## src/rtl/logic_reduce_if.sv

```systemverilog
// Handshake bundle for logic_reduce: the operand/opcode input side and the
// single-bit result output side. The slave modport is the reducer's view;
// master is the producer/consumer driving it.
interface logic_reduce_if #(
  parameter int WIDTH = 3
);
  logic             in_valid;
  logic             in_ready;
  logic [WIDTH-1:0] din;
  logic [1:0]       op;
  logic             out_valid;
  logic             out_ready;
  logic             out_data;

  modport master (
    output in_valid, din, op, out_ready,
    input  in_ready, out_valid, out_data
  );

  modport slave (
    input  in_valid, din, op, out_ready,
    output in_ready, out_valid, out_data
  );
endinterface

```

## src/rtl/logic_reduce.sv

```systemverilog
// logic_reduce: two-stage valid/ready pipeline reducing a WIDTH-bit operand
// to one bit using OR, AND, XOR (parity) or majority.
// Stage 1 holds the accepted operand and opcode; stage 2 holds the result.
// Both stages move together whenever the output slot is empty or being
// drained, so in_ready is that same advance condition.
// Optional feature macro: LOGIC_REDUCE_CNT_EN enables the saturating count of
// accepted results equal to 1 (hit_cnt, cleared by cnt_clr). Without it,
// hit_cnt is tied to 0, cnt_clr is ignored and no counter register exists.
module logic_reduce #(
  parameter int WIDTH = 3,
  parameter int CNT_W = 16
) (
  input  logic             clk,
  input  logic             rst_n,
  logic_reduce_if.slave    bus,
  input  logic             cnt_clr,
  output logic [CNT_W-1:0] hit_cnt
);

  typedef enum logic [1:0] {
    OP_OR  = 2'b00,
    OP_AND = 2'b01,
    OP_XOR = 2'b10,
    OP_MAJ = 2'b11
  } op_e;

  // Wide enough that 2*popcount never overflows for any legal WIDTH.
  localparam int PW = $clog2(WIDTH + 1) + 1;

  logic             s1_valid;
  logic [WIDTH-1:0] s1_din;
  op_e              s1_op;
  logic             out_valid_q;
  logic             out_data_q;
  logic             adv;
  logic             result;
  logic [PW-1:0]    pop;

  assign adv           = !out_valid_q || bus.out_ready;
  assign bus.in_ready  = adv;
  assign bus.out_valid = out_valid_q;
  assign bus.out_data  = out_data_q;

  // Reduce the stage 1 operand according to its opcode.
  // NOTE: every variable written here gets a value before any branch, so no
  // path leaves it unassigned and no latch is inferred.
  always_comb begin
    pop    = '0;
    result = 1'b0;
    for (int i = 0; i < WIDTH; i++) begin
      pop = pop + PW'(s1_din[i]);
    end
    case (s1_op)
      OP_OR:   result = |s1_din;
      OP_AND:  result = &s1_din;
      OP_XOR:  result = ^s1_din;
      OP_MAJ:  result = (pop << 1) > PW'(WIDTH);
      default: result = 1'b0;
    endcase
  end

  // Pipeline registers: both stages advance together or both hold.
  // NOTE: state is written with non-blocking assignments so every register
  // samples pre-edge values, letting stage 2 take stage 1's old contents.
  always_ff @(posedge clk or negedge rst_n) begin
    if (!rst_n) begin
      s1_valid    <= 1'b0;
      s1_din      <= '0;
      s1_op       <= OP_OR;
      out_valid_q <= 1'b0;
      out_data_q  <= 1'b0;
    end else if (adv) begin
      s1_valid    <= bus.in_valid;
      s1_din      <= bus.din;
      s1_op       <= op_e'(bus.op);
      out_valid_q <= s1_valid;
      out_data_q  <= result;
    end
  end

`ifdef LOGIC_REDUCE_CNT_EN
  logic [CNT_W-1:0] hit_q;
  logic             out_hs;

  assign out_hs  = out_valid_q && bus.out_ready;
  assign hit_cnt = hit_q;

  // Saturating count of delivered 1-results; clear wins over increment.
  always_ff @(posedge clk or negedge rst_n) begin
    if (!rst_n) begin
      hit_q <= '0;
    end else if (cnt_clr) begin
      hit_q <= '0;
    end else if (out_hs && out_data_q && (hit_q != '1)) begin
      hit_q <= hit_q + 1'b1;
    end
  end
`else
  logic unused_cnt_clr;

  assign unused_cnt_clr = cnt_clr;
  assign hit_cnt        = '0;
`endif

endmodule

```

## src/flat_wrapper.sv

```systemverilog
// flat-port wrapper written by rule: the top's interface ports become plain ports
module logic_reduce_flat 
#(
  parameter int WIDTH = 3,
  parameter int CNT_W = 16
)
  (clk, rst_n, cnt_clr, hit_cnt, bus_in_valid, bus_din, bus_op, bus_out_ready, bus_in_ready, bus_out_valid, bus_out_data);
  logic_reduce_if #(.WIDTH(WIDTH)) bus_i ();
  input  logic clk;
  input  logic rst_n;
  input  logic cnt_clr;
  output logic [CNT_W-1:0] hit_cnt;
  input wire logic [$bits(bus_i.in_valid)-1:0] bus_in_valid;
  input wire logic [$bits(bus_i.din)-1:0] bus_din;
  input wire logic [$bits(bus_i.op)-1:0] bus_op;
  input wire logic [$bits(bus_i.out_ready)-1:0] bus_out_ready;
  output wire logic [$bits(bus_i.in_ready)-1:0] bus_in_ready;
  output wire logic [$bits(bus_i.out_valid)-1:0] bus_out_valid;
  output wire logic [$bits(bus_i.out_data)-1:0] bus_out_data;
  assign bus_i.in_valid = bus_in_valid;
  assign bus_i.din = bus_din;
  assign bus_i.op = bus_op;
  assign bus_i.out_ready = bus_out_ready;
  assign bus_in_ready = bus_i.in_ready;
  assign bus_out_valid = bus_i.out_valid;
  assign bus_out_data = bus_i.out_data;
  logic_reduce #(.WIDTH(WIDTH), .CNT_W(CNT_W)) u_core (.clk(clk), .rst_n(rst_n), .bus(bus_i), .cnt_clr(cnt_clr), .hit_cnt(hit_cnt));
endmodule
```

## config.mk

```make
export PLATFORM = sky130hd
export DESIGN_NAME = logic_reduce_flat
export DESIGN_NICKNAME = d
export VERILOG_FILES = /design/src/rtl/logic_reduce_if.sv /design/src/rtl/logic_reduce.sv /design/src/flat_wrapper.sv
export SDC_FILE = /design/constraint.sdc
export NUM_CORES = 1
export LEC_CHECK = 0
export CORE_MARGIN = 2
export CORE_UTILIZATION = 39
export DETAILED_ROUTE_END_ITERATION = 12
export PLACE_DENSITY_LB_ADDON = 0.05
export SYNTH_ARGS = -nofsm -noshare
export SYNTH_HDL_FRONTEND = slang
export SYNTH_SLANG_ARGS = --single-unit
```

## constraint.sdc

```tcl
create_clock -name clk -period 2.5 [get_ports clk]
set_input_delay 0.25 -clock clk [delete_from_list [all_inputs] [get_ports clk]]
set_output_delay 0.25 -clock clk [all_outputs]
set_load 0.03 [all_outputs]
```

==> results of run 1 <==
## sequential cells by signal (all words and copies together) (netlist names)
register / flops
u_core.s1_din: 3
u_core.s1_op: 2
u_core.bus.out_data: 1
u_core.bus.out_valid: 1
u_core.s1_valid: 1
## synth_stat cells, drive strengths merged
library cell,n
mux2,3
buf,17
nand2b,2
nor2,2
ha,2
conb,1
dfrtp,8
nand2,5
o221ai,1
inv,4
fa,1
o21ai,4
a31oi,1
## per-layer routing
metal,track usage (%),part of all wire (%),vias up
met5,0,0,-
met2,12.9,44,14
met3,5.00,8.4,2
met4,7.50,1.9,0
met1,12.7,45,121
li1,-,-,154
## layout make-up
class,instances,area share [%]
Clock buffer,3,3.84
Inverter,4,2.56
Multi-Input combinational cell,37,37.5
Sequential cell,8,34.1
Tap cell,15,3.20
Timing Repair Buffer,11,18.8
## power by group through the flow
stage	combinational (mW)	clock, mW	sequential (mW)
5_1_grt	0.139	0.108	0.166
4_1_cts	0.127	0.100	0.164
3_3_place_gp	0.127	0	0.165
6_report	0.125	0.0926	0.163
3_5_place_dp	0.126	0	0.166
2_1_floorplan	0.0957	0	0.178
## through the flow
| stage | cells | worst slack (ps) | instance area (µm²) |
|---|---|---|---|
| 2_1_floorplan | 66 | 1120 | 567 |
| 3_3_place_gp | 75 | 652 | 564 |
| 3_5_place_dp | 75 | 655 | 564 |
| 4_1_cts | 78 | 653 | 587 |
| 5_1_grt | 78 | 612 | 587 |
| 6_report | 78 | 665 | 587 |
## path summary, 6_finish.rpt
path | startpoint | to | slack, ps
max | bus_out_ready | bus_in_ready | 670
min reg2reg | u_core.s1_valid | u_core.bus.out_valid | 460
min | rst_n | u_core.s1_op[0] | 290
max reg2reg | u_core.s1_din[0] | u_core.bus.out_data | 1070
max in group asynchronous | rst_n | u_core.s1_din[2] | 1950
min in group clk | u_core.s1_valid | u_core.bus.out_valid | 460
## cells by family (layout without fill, tap and decap cells)
logic type	Yosys count	in the layout	synth area share (%)
buffers and inverters	21	18	28.7
AND/OR/NAND/NOR	9	9	9.07
other	1	16	0.735
multiplexers	3	3	6.62
flip-flops	8	8	39.2
adder cells (fa/ha/maj)	3	3	8.82
AO/OA/AOI/OAI	6	6	6.86
## critical path: stages
cell and delay [ps]:
clkdlybuf4s50_1 450, nand2b_4 190, clkdlybuf4s50_1 690
==> metrics.md, run 1 <==
| Metric | Value |
|---|---|
| Share of layout cells above drive strength 1 | under 10% |
| Yosys top cell area share | between 30% and 40% |
| Skew final | 5.06 ps |
| # rows | 13 |
| Final setup violation count | 0 |
| Register area share after synthesis | 39.2% |
| Unrepaired setup endpoints after global routing | no |
| Power per cell area | between 600 and 700 nW/µm² |
| Clk network pwr share | 24.3% |
| Core Region | 1270 µm² |
| Post-CTS resize count | 0 |
| Final Slew Violations | 0 |
| Worst setup EP type | output port |
| Clock root buffer | clkbuf_4 |
| Post-layout minimum cycle time | 1830 ps |
| Flop pwr share | 42.8% |
| Largest net degree at the start of global routing | 15 |
| Residual DRC | 0 |
| Yosys warns | 0 |
| Setup tns final | 0 ps |
| Vias in the first global route | 227 |
| Synth Instances | 51 |
| Area occupied by multi-input gates | approximately 220 µm² |
| Initial core utilization | a little over 40% |
| VDD IR max | 337 µV |
| CTS tree | done |
| Final wirelength | 644 µm |
| Max Root-Sink Buffers | 2 |
| CTS buffer count | 3 |
| Drt wl/cell | 8.26 µm |
| CP Max Fanout | 14 |
| DIE AREA | about 1600 µm² |
| First-pass GRT wire length | between 900 and 1000 µm |
| Gr usage total | between 10% and 20% |
| Nets@finish | 78 |
| Ant diodes | 0 |
| Crit path launch type | primary input |
| Sw Ratio | around 34% |
| DRT antenna net count | 0 |
| Most frequent cells in the layout | 16 x conb_1, 11 x clkdlybuf4s50_1, 8 x dfrtp_1, 5 x nand2_1 |
| Logic pwr share | about a third |
| Worst skew pair latency | between 200 and 250 ps |
| FF+latch area | roughly 200 µm² |
| Post-DP HPWL | 526 µm |
| Synth Register Bits | 8 |
| Antenna violations before repair | 0 |
| CP Class | primary input to output port |
| CP required | 2250 ps |
| # port buffers | 11 |
| Syn Area/Cell | ~10 µm² |
| F_max | 545 MHz |
| Max_cap viols | 0 |
| Num Clock Sinks | 8 |
| Die height | 40.2 µm |
| Hold_ws | around 290 ps |
| Largest area contributor in the netlist | dfrtp_1 |
| Commonest non-fill, non-tap cell in the layout | conb_1 |
| Detailed Routing Iterations Pass 1 | 3 |
| Critical Path AT | between 1500 and 2000 ps |
| Status | finished, final reports clean |
| Worst R2R Path Depth | 4 |
| Post-CTS Hold Fix Bufs | 0 |
| Power Total | 0.381 mW |
| Iteration-0 DRC Markers | 2 |
| Post CTS Setup Buffer Count | 0 |
| Yosys cell types | 16 |
| Top Ports | 29 |
| RD Place Congestion | 0.669 |
| Synth area leaders | dfrtp_1 39%, buf_4 24%, ha_1 4.9% |
| Fill cells | 140 |
| Via density per instance | around 3.7 |
| Lkg Pwr | roughly 0.29 nW |
| Synth Cell Area | about 510 µm² |
| Final Hold Fails | 0 |
| HP Class | primary input to async pin |
| Cell Int Power | about 0.25 mW |
| H-tree depth | 1 |
| Global route overflow | 0 |
| Final period util | 73.4% |
| Die width | 40.2 µm |
| Finished Core Util | a little under half |
| Area Growth Syn to Fin | 15.0% |
| Psw | ~0.13 mW |
| Vias | 291 |
| Clk slew on worst S/H paths | about 50 ps |
(Power assumes the default switching activity.)
==> inputs of run 2 (changes only) <==
--- a/config.mk
+++ b/config.mk
@@ -6,7 +6,7 @@
 export NUM_CORES = 1
 export LEC_CHECK = 0
 export CORE_MARGIN = 2
-export CORE_UTILIZATION = 39
+export CORE_UTILIZATION = 36
 export DETAILED_ROUTE_END_ITERATION = 12
 export PLACE_DENSITY_LB_ADDON = 0.05
 export SYNTH_ARGS = -nofsm -noshare
==> constraint.sdc (replaced) <==
create_clock -name clk -period 1.73 [get_ports clk]
set_input_delay 0.173 -clock clk [delete_from_list [all_inputs] [get_ports clk]]
set_output_delay 0.173 -clock clk [all_outputs]
set_load 0.03 [all_outputs]
==> run 2 against run 1 <==
Compared with the run above: critical path depth unchanged; critical path type unchanged; cell count increased by 1.3%; clock skew fell by 3.2 ps; clock power is 53% higher; non-clock buffer count up 1; highest routed layer unchanged; sequential power rose by 45%; largest power group unchanged; global-route usage grew 0.22 points; sequential share of layout area decreased by 0.43 points.
==> metrics.md, run 2 (synthesized netlist as in run 1, its figures left out) <==
| Metric | Value |
|---|---|
| Status | finished, final reports clean |
| Skew final | 1.88 ps |
| Initial core utilization | between 30% and 40% |
| Max Root-Sink Buffers | 2 |
| Critical Path Source | bus_out_ready |
| Busiest grt layer | met2 |
| Psw | between 0.15 and 0.2 mW |
| Iteration-0 DRC Markers | 3 |
| Post-CTS resize count | 0 |
| Max reg flops | 3 |
| RD Place Congestion | 0.625 |
| CP Class | primary input to output port |
| DIE AREA | 1740 µm² |
| Share of layout cells above drive strength 1 | 10.9% |
| Global route overflow | 0 |
| Crit path launch type | primary input |
| Vias in the first global route | between 200 and 300 |
| Lkg Pwr | 0.298 nW |
| Most frequent cells in the layout | 16 x conb_1, 11 x clkdlybuf4s50_1, 8 x dfrtp_1, 5 x nand2_1 |
| # rows | 13 |
| Register-to-register setup slack | just under 300 ps |
| Critical Path AT | between 1000 and 1500 ps |
| Residual DRC | 0 |
| CP Max Fanout | 2 |
| Core Region | between 1000 and 1500 µm² |
| H-tree depth | 1 |
| Cell Int Power | between 0.3 and 0.4 mW |
| Final setup violation count | 0 |
| Top Ports | 29 |
| CP required | approximately 1600 ps |
| Final Slew Violations | 0 |
| Unrepaired setup endpoints after global routing | no |
| Post-CTS Hold Fix Bufs | 0 |
| Nets@finish | 79 |
| Clk network pwr share | 25.1% |
| Flop pwr share | between 40% and 50% |
| RR Endpoint | u_core.bus.out_data |
| Area Growth Syn to Fin | 16.4% |
| F_max | 626 MHz |
| Met2 Track Usage GR | between 10% and 20% |
| Final Hold Fails | 0 |
| Die height | about 42 µm |
| Setup tns final | 0 ps |
| Antenna violations before repair | 0 |
| Via density per instance | approximately 3.8 |
| Ant diodes | 0 |
| Commonest non-fill, non-tap cell in the layout | conb_1 |
| Post-DP HPWL | about 600 µm |
| Vias | ~300 |
| Hold_ws | ~200 ps |
| Fill cells | roughly 130 |
| Max_cap viols | 0 |
| Num Clock Sinks | 8 |
| Power per cell area | between 900 and 1000 nW/µm² |
| Worst Setup EP | bus_in_ready |
| Sw Ratio | 35.0% |
| Reg2reg start | u_core.s1_din[0] |
| Clk slew on worst S/H paths | ~50 ps |
| Logic pwr share | 33.1% |
| HP Class | primary input to async pin |
| Post CTS Setup Buffer Count | 0 |
| CTS buffer count | 3 |
| Worst R2R Path Depth | 4 |
| Final period util | 92.4% |
| Detailed Routing Iterations Pass 1 | 2 |
| VDD IR max | roughly 360 µV |
| Largest net degree at the start of global routing | 14 |
| Post-layout minimum cycle time | approximately 1600 ps |
| GRT met1 Usage | between 10% and 20% |
| Met3 Track Usage GR | under 10% |
| CTS tree | done |
| Drt wl/cell | around 9 µm |
| Regs by FF count | u_core.s1_din x3, u_core.s1_op x2 |
| # port buffers | 11 |
| Clock root buffer | clkbuf_4 |
| Die width | about 42 µm |
| Gr usage total | between 10% and 20% |
| Worst setup EP type | output port |
| Final wirelength | slightly above 700 µm |
| DRT antenna net count | 0 |
| Largest Register | u_core.s1_din |
| First-pass GRT wire length | approximately 1200 µm |
| Worst skew pair latency | 250 ps |
## run 2: worst min path at each step
stage / startpoint / endpoint / slack (ps) / depth (start not counted)
finish: rst_n / u_core.s1_op[1] / 200 / 1
detailed placement: u_core.s1_valid / u_core.bus.out_valid / 450 / 1
floorplan: rst_n / u_core.bus.out_data / -120 / 0
global placement: u_core.s1_valid / u_core.bus.out_valid / 440 / 1
global route: rst_n / u_core.s1_op[0] / 230 / 1
CTS: rst_n / u_core.s1_op[0] / 220 / 1
## run 2: worst max-delay path, stage by stage
cell	delay, ps
clkdlybuf4s50_1	460
nand2b_4	120
clkdlybuf4s50_1	670
## run 2: power groups by stage
stage / Sequential (mW) / Clock [mW] / Combinational, mW
after floorplan: 0.257 / 0 / 0.138
after CTS: 0.236 / 0.149 / 0.188
final: 0.236 / 0.142 / 0.186
after detailed placement: 0.240 / 0 / 0.188
after global routing: 0.242 / 0.163 / 0.202
after global placement: 0.239 / 0 / 0.187
## run 2: metal layers
metal / routed length, µm / share of wire (%) / vias up
li1: - / - / 153
met1: 334 / 47 / 127
met2: 299 / 42 / 15
met3: 48 / 6.7 / 4
met4: 29 / 4.1 / 0
met5: 0 / 0 / -
## run 2: area by class of cell
| cell class | instances | area, µm² | area share, % |
|---|---|---|---|
| multi-input combinational | 37 | 220 | 37.1 |
| clock buffer | 3 | 22.5 | 3.79 |
| sequential | 8 | 200 | 33.7 |
| tap | 15 | 18.8 | 3.16 |
| timing repair buffer | 12 | 118 | 19.8 |
| inverter | 4 | 15.0 | 2.53 |
## run 2: metrics by stage
step	setup slack [ps]	total power, mW	instance area (µm²)	instances	utilization, %
6_report	132	0.564	594	79	45.1
5_1_grt	101	0.607	594	79	45.1
4_1_cts	126	0.574	594	79	45.1
3_5_place_dp	137	0.428	572	76	43.4
3_3_place_gp	137	0.426	572	76	43.4
2_1_floorplan	349	0.396	567	66	-
==> inputs of run 3 (changes only) <==
--- a/config.mk
+++ b/config.mk
@@ -5,6 +5,7 @@
 export SDC_FILE = /design/constraint.sdc
 export NUM_CORES = 1
 export LEC_CHECK = 0
+export CAP_MARGIN = 20
 export CORE_MARGIN = 2
 export CORE_UTILIZATION = 36
 export DETAILED_ROUTE_END_ITERATION = 12
==> results of run 3 <==
Final layout, timing and power as in run 2 (identical DEF).
==> edit (flow settings as in run 2) <==
`CNT_W` is set to 16 in 2 places; all go to 18.
--- a/src/rtl/logic_reduce.sv
+++ b/src/rtl/logic_reduce.sv
@@ -10,3 +10,3 @@
   parameter int WIDTH = 3,
-  parameter int CNT_W = 16
+  parameter int CNT_W = 18
 ) (
--- a/src/flat_wrapper.sv
+++ b/src/flat_wrapper.sv
@@ -4,3 +4,3 @@
   parameter int WIDTH = 3,
-  parameter int CNT_W = 16
+  parameter int CNT_W = 18
 )
Interface: changed (resized hit_cnt); port bits go from 29 to 31. No check against the original RTL was run, so the function may have changed too.
==> edit against run 2 <==
Total power up 1.2%. Worst setup slack improved by 0.011 ns. Combinational power is 3% higher. Sequential cell count unchanged. Wire length did not move. Core utilization hardly changed. Design area is 1.3% higher. Area after synthesis rose by 2.9%. Critical endpoint unchanged. Highest routed layer unchanged.
==> edit: results <==
metrics = {
    "clock_tree": {
        "inserted_clock_buffers": 3,
        "cts.root.buffer_cell": "sky130_fd_sc_hd__clkbuf_4",
        "h-tree-depth": 1,
        "clockBufferDepth": 2,
        "path_clk_slew_ns": 0.05,
        "cts_post_setup_buffers_inserted": 0,
        "postCtsResizedCells": 0,
        "clkLatencyLatePin_ns": 0.25,
    },
    "place": {
        "place_area_um2": 579.3,
        "routabilityCongestion": 0.6928,
        "detailedPlace.worstSlack_ns": 0.1334,
        "hpwl_um": 582,
        "port_buffers": 11,
    },
    "yosys": {
        "synth_top_cells_by_area": "sky130_fd_sc_hd__dfrtp_1 38%, sky130_fd_sc_hd__buf_4 26%, sky130_fd_sc_hd__ha_1 4.8%",
        "yosys_most_used_dff": "sky130_fd_sc_hd__dfrtp_1",
        "synth.top_cells.by_count": "18 x sky130_fd_sc_hd__buf_4, 8 x sky130_fd_sc_hd__dfrtp_1, 5 x sky130_fd_sc_hd__nand2_1",
        "ys_warn_count": 0,
        "yosysSeqAreaShare_pct": 38.10,
        "library_cells_used_by_synthesis": 16,
        "post_synth_arst_share_pct": 100.0,
    },
    "routing": {
        "detailedRoute.firstIterationViolations": 1,
        "met1Wirelength_um": 312,
        "wire_per_inst_um": 8.790,
        "detail_route.first_pass.iterations": 3,
        "post_drt_via_cell_ratio": 3.963,
        "routed-wl-met2_um": 308,
        "routed-wl-met3_um": 62,
        "top_layer": "met4",
    },
    "global_routing": {
        "track_usage_pct": 9.350,
        "pin_count_of_the_biggest_net_entering_global_routing": 14,
        "antenna_found_initial": 0,
        "grt_pass1_vias": 273,
        "global_route_wire_length_before_repair_um": 1179,
    },
    "status": {
        "outcome": "completed",
    },
    "finish": {
        "fin_nets": 81,
        "antenna_diode_count": 0,
        "fraction_of_final_layout_cells_sized_beyond_drive_strength_1_pct": 10.61,
        "biggestRegsByFlops": "u_core.s1_din x3, u_core.s1_op x2",
    },
    "timing": {
        "clock-skew-final_ns": 0.002295,
    },
    "critical_path": {
        "cp_max_fo": 2,
        "worst_ep_arrival_time_ns": 1.41,
    },
    "pwr": {
        "power_leakage_nw": 0.3041,
        "power.ir.vdd_worst_uv": 354.8,
    },
    "worst_hold_path": {
        "timing.hold.worst.class": "input pin to async pin",
    },
}
edit: cell types whose count changed after synthesis:
cell	delta
sky130_fd_sc_hd__buf_4	+2
edit: per-stage QoR:
step	hold WS (ns)	instances	util, %
floorplan	-0.1226	70	-
global placement	0.4414	78	43.43
global route	0.2242	81	45.12
finish	0.1931	81	45.12
detailed placement	0.4498	78	43.43
CTS	0.2101	81	45.12
edit: critical path: stages:
cell	delay, ns
sky130_fd_sc_hd__clkdlybuf4s50_1	0.45
sky130_fd_sc_hd__nand2b_4	0.12
sky130_fd_sc_hd__clkdlybuf4s50_1	0.66
edit: path summary, 6_finish.rpt:
kind | from | slack [ns] | to | cells past startpoint
max | bus_out_ready | 0.14 | bus_in_ready | 3
min | rst_n | 0.19 | u_core.s1_din[0] | 1
max reg2reg | u_core.s1_din[0] | 0.30 | u_core.bus.out_data | 4
min reg2reg | u_core.s1_valid | 0.46 | u_core.bus.out_valid | 1
max in group asynchronous | rst_n | 1.28 | u_core.bus.out_data | 1
min in group clk | u_core.s1_valid | 0.46 | u_core.bus.out_valid | 1
edit: logic make-up (layout without fill, tap and decap cells):
group	Yosys count	after routing	share of synthesized area (%)
buffers and inverters	23	19	30.71
adder cells (fa/ha/maj)	3	3	8.571
AO/OA/AOI/OAI	6	6	6.668
multiplexers	3	3	6.428
other	1	18	0.7136
AND/OR/NAND/NOR	9	9	8.811
flip-flops	8	8	38.09
edit: routing by layer:
layer | up-vias | GRT usage (%)
met5 | - | 0
met4 | 0 | 11.25
met3 | 4 | 1.293
met2 | 22 | 12.00
met1 | 138 | 11.97
li1 | 157 | -
edit: layout make-up:
type	instances	area [um2]
clock buffer	3	22.52
multi-input combinational	39	227.7
sequential	8	200.2
fill	131	732.0
timing repair buffer	12	117.6
inverter	4	15.01
tap	15	18.77
edit: power by group:
part	switching (mW)	internal, mW
Clock	0.0635	0.0794
Combinational	0.120	0.0721
Sequential	0.0206	0.215
Total	0.204	0.367
